--- src/rtl/bcd_time_loader.sv ---
// Collects six BCD digits (HH MM SS) through a valid/ready handshake, validates
// each one, and emits the binary time with a one-cycle load strobe.
module bcd_time_loader #(
  parameter int unsigned TIMEOUT_CYCLES = 100000000
) (
  input  logic       clk,
  input  logic       rst_n,
  input  logic [3:0] digit_in,
  input  logic       digit_valid,
  input  logic       cancel,
  output logic       digit_ready,
  output logic [2:0] digit_idx,
  output logic       busy,
  output logic [5:0] set_hr,
  output logic [5:0] set_min,
  output logic [5:0] set_sec,
  output logic       set_load,
  output logic       entry_err
);

  localparam int unsigned CW = (TIMEOUT_CYCLES > 1) ? $clog2(TIMEOUT_CYCLES) : 1;
  localparam logic [CW-1:0] CNT_LAST = CW'(TIMEOUT_CYCLES - 1);

  typedef enum logic [2:0] {
    IDLE,
    COLLECT,
    CONVERT,
    LOAD,
    ERROR
  } state_e;

  state_e        state_q, state_d;
  logic [2:0]    idx_q, idx_d;
  logic [CW-1:0] cnt_q, cnt_d;
  logic [3:0]    dig_q [6];
  logic [3:0]    dig_d [6];
  logic [5:0]    hr_q, min_q, sec_q;
  logic [5:0]    hr_bin, min_bin, sec_bin;
  logic          hs;
  logic          digit_ok;

  assign digit_ready = (state_q == IDLE) || (state_q == COLLECT);
  assign busy        = (state_q != IDLE);
  assign set_load    = (state_q == LOAD);
  assign entry_err   = (state_q == ERROR);
  assign digit_idx   = idx_q;
  assign set_hr      = hr_q;
  assign set_min     = min_q;
  assign set_sec     = sec_q;
  assign hs          = digit_valid && digit_ready;

  // Limit for the current position; hour-ones depends on the stored hour-tens.
  always_comb begin
    digit_ok = 1'b0;
    case (idx_q)
      3'd0:        digit_ok = (digit_in <= 4'd2);
      3'd1:        digit_ok = (dig_q[0] == 4'd2) ? (digit_in <= 4'd3) : (digit_in <= 4'd9);
      3'd2, 3'd4:  digit_ok = (digit_in <= 4'd5);
      default:     digit_ok = (digit_in <= 4'd9);
    endcase
  end

  always_comb begin
    hr_bin  = 6'(dig_q[0]) * 6'd10 + 6'(dig_q[1]);
    min_bin = 6'(dig_q[2]) * 6'd10 + 6'(dig_q[3]);
    sec_bin = 6'(dig_q[4]) * 6'd10 + 6'(dig_q[5]);
  end

  always_comb begin
    state_d = state_q;
    idx_d   = idx_q;
    cnt_d   = cnt_q;
    dig_d   = dig_q;
    case (state_q)
      IDLE, COLLECT: begin
        if (cancel) begin
          state_d = IDLE;
        end else if (hs) begin
          if (digit_ok) begin
            dig_d[idx_q] = digit_in;
            idx_d        = idx_q + 3'd1;
            cnt_d        = '0;
            state_d      = (idx_q == 3'd5) ? CONVERT : COLLECT;
          end else begin
            state_d = ERROR;
          end
        end else if (state_q == COLLECT) begin
          if (cnt_q == CNT_LAST) begin
            state_d = ERROR;
          end else begin
            cnt_d = cnt_q + CW'(1);
          end
        end
      end
      CONVERT: state_d = LOAD;
      LOAD:    state_d = IDLE;
      ERROR:   state_d = IDLE;
      default: state_d = IDLE;
    endcase
    if (state_d == ERROR) begin
      cnt_d = '0;
    end
    // Every return to IDLE (cancel, error, load done) drops the entry.
    if (state_d == IDLE) begin
      idx_d = '0;
      cnt_d = '0;
      dig_d = '{default: '0};
    end
  end

  always_ff @(posedge clk or negedge rst_n) begin
    if (!rst_n) begin
      state_q <= IDLE;
      idx_q   <= '0;
      cnt_q   <= '0;
      dig_q   <= '{default: '0};
      hr_q    <= '0;
      min_q   <= '0;
      sec_q   <= '0;
    end else begin
      state_q <= state_d;
      idx_q   <= idx_d;
      cnt_q   <= cnt_d;
      dig_q   <= dig_d;
      if (state_q == CONVERT) begin
        hr_q  <= hr_bin;
        min_q <= min_bin;
        sec_q <= sec_bin;
      end
    end
  end

endmodule

--- config.mk ---
export PLATFORM = sky130hd
export DESIGN_NAME = bcd_time_loader
export DESIGN_NICKNAME = d
export VERILOG_FILES = /design/src/rtl/bcd_time_loader.sv
export SDC_FILE = /design/constraint.sdc
export NUM_CORES = 1
export LEC_CHECK = 0
export CORE_ASPECT_RATIO = 1.25
export CORE_MARGIN = 2
export CORE_UTILIZATION = 49
export CTS_CLUSTER_DIAMETER = 40
export DETAILED_ROUTE_END_ITERATION = 12
export HOLD_SLACK_MARGIN = 0.03
export PLACE_DENSITY = 0.77
export SLEW_MARGIN = 40
export SYNTH_ARGS = -nofsm -noshare
export SYNTH_HDL_FRONTEND = slang
export SYNTH_SLANG_ARGS = --single-unit
--- constraint.sdc ---
create_clock -name clk -period 2.55 [get_ports clk]
set_clock_uncertainty 0.1 [all_clocks]
set_input_delay 0.3825 -clock clk [delete_from_list [all_inputs] [get_ports clk]]
set_output_delay 0.3825 -clock clk [all_outputs]
set_load 0.01 [all_outputs]
==> flow_metrics.py <==
metrics = {
    "run_status": {
        "status": "complete, no violations",
    },
    "sta": {
        "tightest_slew_ns": 0.4086,
        "drv_slew": 0,
        "relSlewSlack_pct": 72.76,
        "period_minus_slack_ns": 2.457,
        "max_freq_ghz": 0.4070,
        "setup_viol": 0,
        "finalHoldViolCount": 0,
        "fin_ws_ns": 0.09308,
        "fin_crit_sh_pct": 96.35,
    },
    "final_layout": {
        "areaGrowthSynthToFinish_pct": 21.20,
        "fin_nets": 526,
        "drive_gt1_share_pct": 14.49,
        "fillCellCount": 669,
        "stdcell_count": 594,
        "antennaDiodeCount": 0,
    },
    "cts": {
        "clockRootBuffer": "clkbuf_8",
        "cts_tree": "done",
        "clock_tree.buffer_depth": 2,
        "clk_pin_slew_worst_paths_ns": 0.08,
        "cts_setup_buffers": 0,
        "clock_latency_ns": 0.35,
        "htree_levels": 3,
        "cts.sinks": 75,
        "numCtsBuffers": 9,
    },
    "placed_design": {
        "dp_cells": 577,
        "dpl_worst_slack_ns": 0.06263,
        "dpl.hpwl_um": 6744,
        "gp_congestion": 0.8337,
        "io_buffers": 32,
    },
    "critical_path": {
        "startpoint": "digit_idx[0]",
        "cp-start-kind": "register",
        "crit_family": "compound AO/OA/AOI/OAI gates",
        "worst-path-stages": 9,
        "r2r_start": "digit_idx[0]",
        "path_cells": "inv_1 > ha_1 > o21ba_2 > o32ai_2 > nand2_2 > a211oi_4 > nand4b_1 > mux2i_1 > nor2_1",
        "critPathSlowestCell": "dfrtp_1",
        "required_ns": 2.69,
        "path_buf_inv": 1,
        "worst_setup_path_end_kind": "register",
        "r2r_cells": 9,
        "worstSetupPathType": "register to register",
        "crit_arrival_ns": 2.60,
        "cp_max_fo": 6,
        "slowest_delay_ns": 0.38,
    },
    "synthesis": {
        "syn_area_per_cell_um2": 9.688,
        "synth_top_flop_cell": "dfrtp_1",
        "yosysWarnings": 0,
        "synth_seq_area_share_pct": 44.84,
        "syn_nets": 466,
        "synthCells": 432,
        "synth_edf_count": 0,
        "synthesis.area_mm2": 0.004185,
        "async_flop_share_pct": 100.0,
        "synth_cell_types": 54,
        "ys_ff_latch": 75,
    },
    "global_route": {
        "grt_overflow": 0,
        "grt_pass1_wl_um": 15620,
        "antenna_found_initial": 0,
        "grt_pass1_vias": 3382,
        "grt_max_degree": 76,
        "track_usage_pct": 21.49,
    },
    "detailed_routing": {
        "post_drt_wl_per_cell_um": 15.64,
        "drcViolationCount": 0,
        "drtPass1Iterations": 4,
        "viasPerCell": 5.638,
        "wl_um": 9289,
        "ant_nets": 0,
        "drt_iter0_drc": 145,
        "vias": 3349,
    },
    "min_path": {
        "min-delay-start": "set_hr[4]",
        "hold_depth": 2,
        "hp-class": "register to register",
    },
    "floorplan": {
        "dieArea_mm2": 0.009301,
        "start_util_pct": 50.51,
        "io_pins": 33,
        "rows": 37,
        "die_h_um": 107.3,
        "die_w_um": 86.66,
        "core_area_mm2": 0.008287,
    },
    "job": {
        "max_cap_violations": 0,
    },
    "pwr": {
        "leakagePower_nw": 2.324,
        "max-vdd-ir-drop_v": 0.0002633,
        "p_per_area_mw_per_mm2": 436.5,
    },
}
[timing repair]
item / CTS / global route
resized for setup: 0 / 10
hold buffers: 1 / 0
setup endpoints to repair: 0 / 29
endpoints found under the hold margin: 75 / 0
[Yosys cell counts (2+ instances only)]
| master | n | share of area, % |
|---|---|---|
| a21o_1 | 5 | 0.90 |
| a21oi_1 | 15 | 1.8 |
| a31oi_1 | 4 | 0.60 |
| and2_1 | 3 | 0.45 |
| and3_1 | 7 | 1.0 |
| and4_1 | 3 | 0.63 |
| buf_2 | 6 | 0.72 |
| buf_8 | 2 | 0.72 |
| clkbuf_1 | 9 | 0.81 |
| dfrtp_1 | 75 | 45 |
| fa_1 | 3 | 1.4 |
| ha_1 | 23 | 6.9 |
| inv_1 | 13 | 1.2 |
| mux2i_1 | 24 | 5.7 |
| nand2_1 | 56 | 5.0 |
| nand2b_1 | 3 | 0.45 |
| nand3_1 | 13 | 1.6 |
| nand4_1 | 6 | 0.90 |
| nand4b_1 | 2 | 0.42 |
| nor2_1 | 50 | 4.5 |
| nor2b_1 | 4 | 0.60 |
| nor3_1 | 5 | 0.60 |
| nor3b_1 | 2 | 0.36 |
| nor4_4 | 2 | 1.0 |
| nor4b_1 | 2 | 0.42 |
| o2111ai_1 | 2 | 0.42 |
| o211ai_1 | 2 | 0.36 |
| o21ai_0 | 38 | 4.5 |
| o31ai_1 | 4 | 0.72 |
| or3_1 | 2 | 0.30 |
| xnor2_1 | 9 | 1.9 |
| xor2_1 | 16 | 3.3 |
[path summary, 6_finish.rpt]
path,endpoint,slack (ns)
setup / recovery,dig_q[23],0.09
hold reg to reg,set_hr[4],0.38
setup reg to reg,dig_q[23],0.09
hold / removal,set_hr[4],0.38
max in group asynchronous,cnt_q[13],1.52
min in group asynchronous,set_sec[2],0.47
[kinds of logic after synthesis]
group	count (synthesis)	synth area share, %
and+or+nand+nor	168	20.18
AOI/OAI and AO/OA	81	11.93
DFF	75	44.84
buffers and inverters	33	3.767
adders and majority gates	26	8.311
xor gates and xnor gates	25	5.232
muxes	24	5.740
[state kept, by name, indices dropped and copies added (netlist names)]
register and flops:
dig_q 24, set_sec 6, set_hr 6, state_q 3, digit_idx 3, set_min 6
cnt_q 27
[layer usage]
metal / part of all wire, % / up-vias / global-route usage, %
li1: - / 1623 / -
met1: 41 / 1640 / 24.51
met2: 54 / 65 / 39.18
met3: 2.6 / 21 / 3.451
met4: 2.7 / 0 / 9.040
met5: 0 / - / 0
[worst register-to-register path, stage by stage (launching register included)]
cell      delay (ns)
dfrtp_1         0.38
inv_1           0.08
ha_1            0.22
o21ba_2         0.22
o32ai_2         0.16
nand2_2         0.14
a211oi_4        0.34
nand4b_1        0.36
mux2i_1         0.29
nor2_1          0.06
[layout by cell type, fill, tap and decap left out, drive strengths merged, types with 2 or more instances in the layout]
cell	count
dfrtp	75
nor2	50
o211ai	2
nor2b	4
and4	3
or3	3
buf	36
nand3	14
nor4b	3
ha	23
xnor2	9
o31ai	4
inv	15
o21ai	40
clkbuf	10
nor4	2
a21o	5
and2	3
nand2	56
a21oi	15
nand4	6
nand4b	2
clkdlybuf4s50	31
fa	3
xor2	16
nor3	6
nor3b	2
clkinvlp	4
a31oi	5
nand2b	3
mux2i	24
o2111ai	2
and3	7
[where the power goes]
group	switching [mW]	internal, mW
logic	0.0924	0.0616
registers	0.00467	1.19
clock network	0.478	0.386
[final cells by class]
type,instances,area [um^2],area share [%]
multi-input cells,324,2210,43.56
inverters,14,52.55,1.036
well taps,97,121.4,2.393
flip-flops and latches,75,1878,37.03
repair buffers,68,625.6,12.33
clock buffers,10,137.6,2.713
clock inverters,6,47.55,0.9373
[per-stage QoR]
stage | area (um^2) | TNS, ns | utilization (%) | power, mW | hold slack [ns]
2_1_floorplan | 4185 | -0.5747 | - | 1.283 | -0.01309
3_3_place_gp | 4822 | 0 | 58.19 | 1.364 | 0.3455
3_5_place_dp | 4822 | 0 | 58.19 | 1.367 | 0.3495
4_1_cts | 5017 | 0 | 60.55 | 2.225 | 0.3876
5_1_grt | 5072 | -0.05563 | 61.21 | 2.300 | 0.4152
6_report | 5072 | 0 | 61.21 | 2.214 | 0.3799
No activity file was read; power rests on OpenSTA's default activity.
==> RTL edit 1 (config.mk and constraints unchanged) <==
Re-encode `state_e` (5 states) as one-hot, 5 bits wide.
--- a/src/rtl/bcd_time_loader.sv
+++ b/src/rtl/bcd_time_loader.sv
@@ -21,12 +21,12 @@
   localparam int unsigned CW = (TIMEOUT_CYCLES > 1) ? $clog2(TIMEOUT_CYCLES) : 1;
   localparam logic [CW-1:0] CNT_LAST = CW'(TIMEOUT_CYCLES - 1);
 
-  typedef enum logic [2:0] {
-    IDLE,
-    COLLECT,
-    CONVERT,
-    LOAD,
-    ERROR
+  typedef enum logic [4:0] {
+    IDLE    = 5'b00001,
+    COLLECT = 5'b00010,
+    CONVERT = 5'b00100,
+    LOAD    = 5'b01000,
+    ERROR   = 5'b10000
   } state_e;
 
   state_e        state_q, state_d;
Function: no difference found for any inputs over 4 cycles, from zero or initial values and one cycle with rst_n low; so few cycles prove little.
==> RTL edit 1 against the unedited design <==
- total power rose by 10%
- sequential power rose by 3%
- area after synthesis rose by 3.3%
- non-clock buffer count fell by 20
- routed wire length rose by 0.73%
- sequential cell count rose by 2
- final area did not move
- worst setup slack improved by 0.061 ns
==> RTL edit 1: results (changes against the unedited design) <==
Status
  – Status: finished clean

Synth
  – Syn_nets: 481 (+3.2%)
  – Yosys cell types: 57 (+5.6%)
  – Synth top area cells: dfrtp_1, nand2_1, ha_1
  – Synthesis Warnings: 0 (unchanged)
  – Top cells by count, synth: nand2_1, dfrtp_1, mux2i_1, o21ai_0, ha_1
  – Seq/Total Area, Yosys: 44.6% (-0.25 points)

Place
  – PortBufs: 32 (unchanged)
  – Dpl hpwl: 6.47 mm (-4.1%)
  – Placed instance area: 4820 µm² (about the same)
  – GP Congestion: 0.839 (+0.59%)
  – DP Worst Slack: 0.0760 ns (+0.0134 ns)

Power and ir drop
  – Pleak: 2.40 nW (+3.3%)
  – Peak supply drop: 0.362 mV (+37%)
  – P_int: 1.89 mW (+15%)

Layout
  – NumNets Final: 523 (-0.57%)
  – Share of cells above drive strength 1: 8.70% (-5.8 points)
  – Max reg flops: 27 (unchanged)

Worst setup path
  – Maximum fanout along the worst path: 11 (+5)
  – Arrival time at the worst endpoint: 2.53 ns (-0.07 ns)
  – CP startpoint: cnt_q[9]

GRT
  – Global-route wire length before repair: 16.5 mm (+5.9%)
  – Total GRT Usage: 22.1% (+0.61 points)
  – Number of global-route vias before repair: 3506 (+3.7%)
  – Pin count of the biggest net entering global routing: 78 (+2.6%)

Route
  – Vias/cell: 5.53 (-2.0%)
  – Routed wire length: 9.36 mm (+0.73%)
  – Iter 0 DRT Violations: 187 (+29%)

Clocking
  – CTS root buf: clkbuf_8

Min path
  – Worst hold path startpoint: dig_q[16]

Timing
  – Slew of the pin with the lowest slew margin: 0.747 ns (+0.338 ns)
==> RTL edit 1: worst max-delay path, stage by stage, from the launching register on <==
cell and delay, ns:
dfrtp_1 0.47, or4b_4 0.58, nor4_4 0.40, a21o_1 0.42
nor3_1 0.10, o21bai_1 0.18
==> RTL edit 1: metrics by stage <==
step,instances,power [mW]
2_1_floorplan,447,1.33
3_3_place_gp,597,1.41
3_5_place_dp,597,1.42
4_1_cts,614,2.47
5_1_grt,614,2.54
6_report,614,2.45
==> RTL edit 1: cell type report <==
cell class / count / area [µm²]
timing repair buffer: 48 / 468
clock buffer: 13 / 159
tap: 120 / 150
fill: 746 / 3580
sequential: 77 / 1930
clock inverter: 3 / 67.6
multi-input combinational: 332 / 2220
inverter: 21 / 78.8
==> RTL edit 1: repair_timing <==
item | in CTS | in global routing
buffers inserted | 0 | 0
hold buffers | 1 | 0
resized for setup | 0 | 3
hold endpoints to repair | 76 | 0
endpoints found under the setup margin | 0 | 48
==> RTL edit 1: power groups by stage <==
stage	Combinational, mW	Sequential (mW)	Clock (mW)
floorplan	0.0723	1.26	0
global placement	0.154	1.26	0
detailed placement	0.156	1.26	0
CTS	0.157	1.24	1.07
global route	0.174	1.24	1.12
finish	0.157	1.24	1.05
==> RTL edit 1: path summary, 6_finish.rpt <==
| kind | endpoint | slack (ns) | depth (start not counted) |
|---|---|---|---|
| worst max-delay path | cnt_q[14] | 0.15 | 5 |
| worst min-delay path | set_hr[0] | 0.38 | 2 |
| worst max register to register | cnt_q[14] | 0.15 | 5 |
| worst min register to register | set_hr[0] | 0.38 | 2 |
| max in group asynchronous | set_sec[5] | 1.53 | 3 |
| min in group asynchronous | cnt_q[3] | 0.45 | 3 |
==> RTL edit 1: cell families (layout without fill, tap and decap cells) <==
group | Yosys count | in the layout | share of synthesized area, %
buffers and inverters | 38 | 85 | 4.34
AO/OA/AOI/OAI | 84 | 84 | 12.0
flip-flops | 77 | 77 | 44.6
adder cells (fa/ha/maj) | 26 | 26 | 8.04
AND/OR/NAND/NOR | 173 | 173 | 20.3
XOR/XNOR | 21 | 21 | 4.25
multiplexers | 28 | 28 | 6.51
==> RTL edit 1: layer usage <==
metal  up-vias  share of wire [%]  track usage (%)
met2        77                 53             37.8
met3         9                3.4             3.56
met1      1647                 42             27.8
li1       1661                  -                -
met5         -                  0                0
met4         0                1.4             8.77
==> RTL edit 2 (same settings) <==
Made on the original files. `TIMEOUT_CYCLES`: 100000000 -> 25000000.
--- a/src/rtl/bcd_time_loader.sv
+++ b/src/rtl/bcd_time_loader.sv
@@ -1,7 +1,7 @@
 // Collects six BCD digits (HH MM SS) through a valid/ready handshake, validates
 // each one, and emits the binary time with a one-cycle load strobe.
 module bcd_time_loader #(
-  parameter int unsigned TIMEOUT_CYCLES = 100000000
+  parameter int unsigned TIMEOUT_CYCLES = 25000000
 ) (
   input  logic       clk,
   input  logic       rst_n,
Function: same outputs for any inputs over 10 cycles, from zero or initial values and one cycle with rst_n low; that may be too few to reach the edited logic, so the function may still have changed.
==> RTL edit 2 against the unedited design <==
- worst setup slack gained 0.013 ns
- core utilization shrank 0.13 points
- sequential cell count shrank 2
- total power grew 15%
- area after synthesis shrank 0.27%
- final area shrank 0.76%
- routed wire length grew 3.7%
- synthesized cell count grew 2.1%
- critical endpoint is now dig_q[18]
- largest power group is now clock
==> RTL edit 2: results (changes against the unedited design) <==
Status
  – Status: finished clean

Synth
  – Synth top area cells: dfrtp_1, ha_1, nand2_1
  – Mux cell area share after synthesis: 4.56% (-1.2 points)
  – Seq/Total Area, Yosys: 43.8% (-1.1 points)
  – Area share of fa/ha/maj cells after synthesis: 8.33% (+0.022 points)
  – XOR/XNOR Fraction of Synth Area: 3.57% (-1.7 points)
  – Syn Area/Cell: 9.46 µm² (-2.3%)
  – Syn_nets: 475 (+1.9%)
  – Top cells by count, synth: dfrtp_1, nand2_1, nor2_1
  – Yosys cell types: 56 (+3.7%)
  – Compound-Gate Fraction of Synth Area: 14.9% (+3.0 points)
  – Main synth FF type: dfrtp_1

Route
  – Iter 0 DRT Violations: 219 (+51%)
  – DR pass1 iterations: 5 (+1)
  – Vias/cell: 5.95 (+5.5%)
  – Routed wire per std cell: 16.3 µm (+4.1%)

Layout
  – Regs by FF count: cnt_q: 25 flops, dig_q: 24 flops
  – Cell Count, Final, Fillers Out: 592 (-0.34%)
  – Share of cells above drive strength 1: 12.3% (-2.2 points)
  – Diode count: 0 (unchanged)
  – NumNets Final: 524 (-0.38%)

Worst setup path
  – Arrival time at the worst endpoint: 2.59 ns (about the same)
  – Maximum fanout along the worst path: 7 (+1)

Place
  – DP Cell Count: 575 (-0.35%)
  – Dpl hpwl: 6.90 mm (+2.3%)
  – Placed instance area: 4730 µm² (-1.8%)
  – GP Congestion: 0.876 (+5.1%)
  – DP Worst Slack: 0.0795 ns (+0.0169 ns)

GRT
  – Number of global-route vias before repair: 3522 (+4.1%)
  – Global-route wire length before repair: 16.6 mm (+6.3%)
  – Total GRT Usage: 22.6% (+1.2 points)
  – Pin count of the biggest net entering global routing: 38 (-50%)

Power and ir drop
  – Comb power: 0.158 mW (+3%)
  – Clock-net power: 1.23 mW (+42%)
  – Comb pwr share: 6.2% (-0.8 points)
  – Pleak: 2.33 nW (+0.24%)
  – Peak supply drop: 0.443 mV (+68%)
  – Sw power: 0.531 mW (-7.6%)

Clocking
  – CTS Buf Count: 9 (unchanged)
  – H-Tree Depth: 3 (unchanged)

Timing
  – Slew of the pin with the lowest slew margin: 0.621 ns (+0.212 ns)
  – Final setup margin: 0.106 ns (+0.0127 ns)
  – Final hold slack: 0.377 ns (-0.00265 ns)
RTL edit 2: timing repair:
action	CTS	global route
hold buffers	1	0
endpoints found under the hold margin	25	0
gates resized for setup	0	4
setup buffers	0	0
endpoints found under the setup margin	0	38
RTL edit 2: path summary, 6_finish.rpt:
path,from,end,cells past startpoint
min in group asynchronous,rst_n,cnt_q[3],2
max,digit_idx[1],dig_q[18],9
min,set_sec[0],set_sec[0],2
max in group asynchronous,rst_n,dig_q[9],3
max reg2reg,digit_idx[1],dig_q[18],9
min reg2reg,set_sec[0],set_sec[0],2
RTL edit 2: logic make-up after synthesis:
logic type / Yosys count
AND/OR/NAND/NOR: 166
buffers and inverters: 46
XOR/XNOR: 17
flip-flops: 73
adder cells (fa/ha/maj): 26
multiplexers: 19
AO/OA/AOI/OAI: 94
RTL edit 2: per-layer routing:
metal,wire length (µm),global-route usage [%],up-vias
li1,-,-,1664
met1,3990,28.8,1707
met5,0,0,-
met4,339,12.8,0
met2,4890,37.0,125
met3,415,2.77,25
RTL edit 2: critical path: stages, from the launching register on:
cell and delay [ns]:
dfrtp_2 0.47, inv_1 0.09, ha_1 0.22, inv_1 0.08, o32ai_2 0.31, a21bo_1 0.23
buf_4 0.17, nand4_1 0.33, mux2i_1 0.27, nor2_1 0.06
RTL edit 2: area by class of cell:
cell class | instances | area [µm²]
Fill cell | 702 | 3210
Multi-Input combinational cell | 322 | 2160
Sequential cell | 73 | 1830
Timing Repair Buffer | 63 | 563
Clock buffer | 11 | 151
Clock inverter | 5 | 125
Tap cell | 97 | 121
Inverter | 21 | 78.8
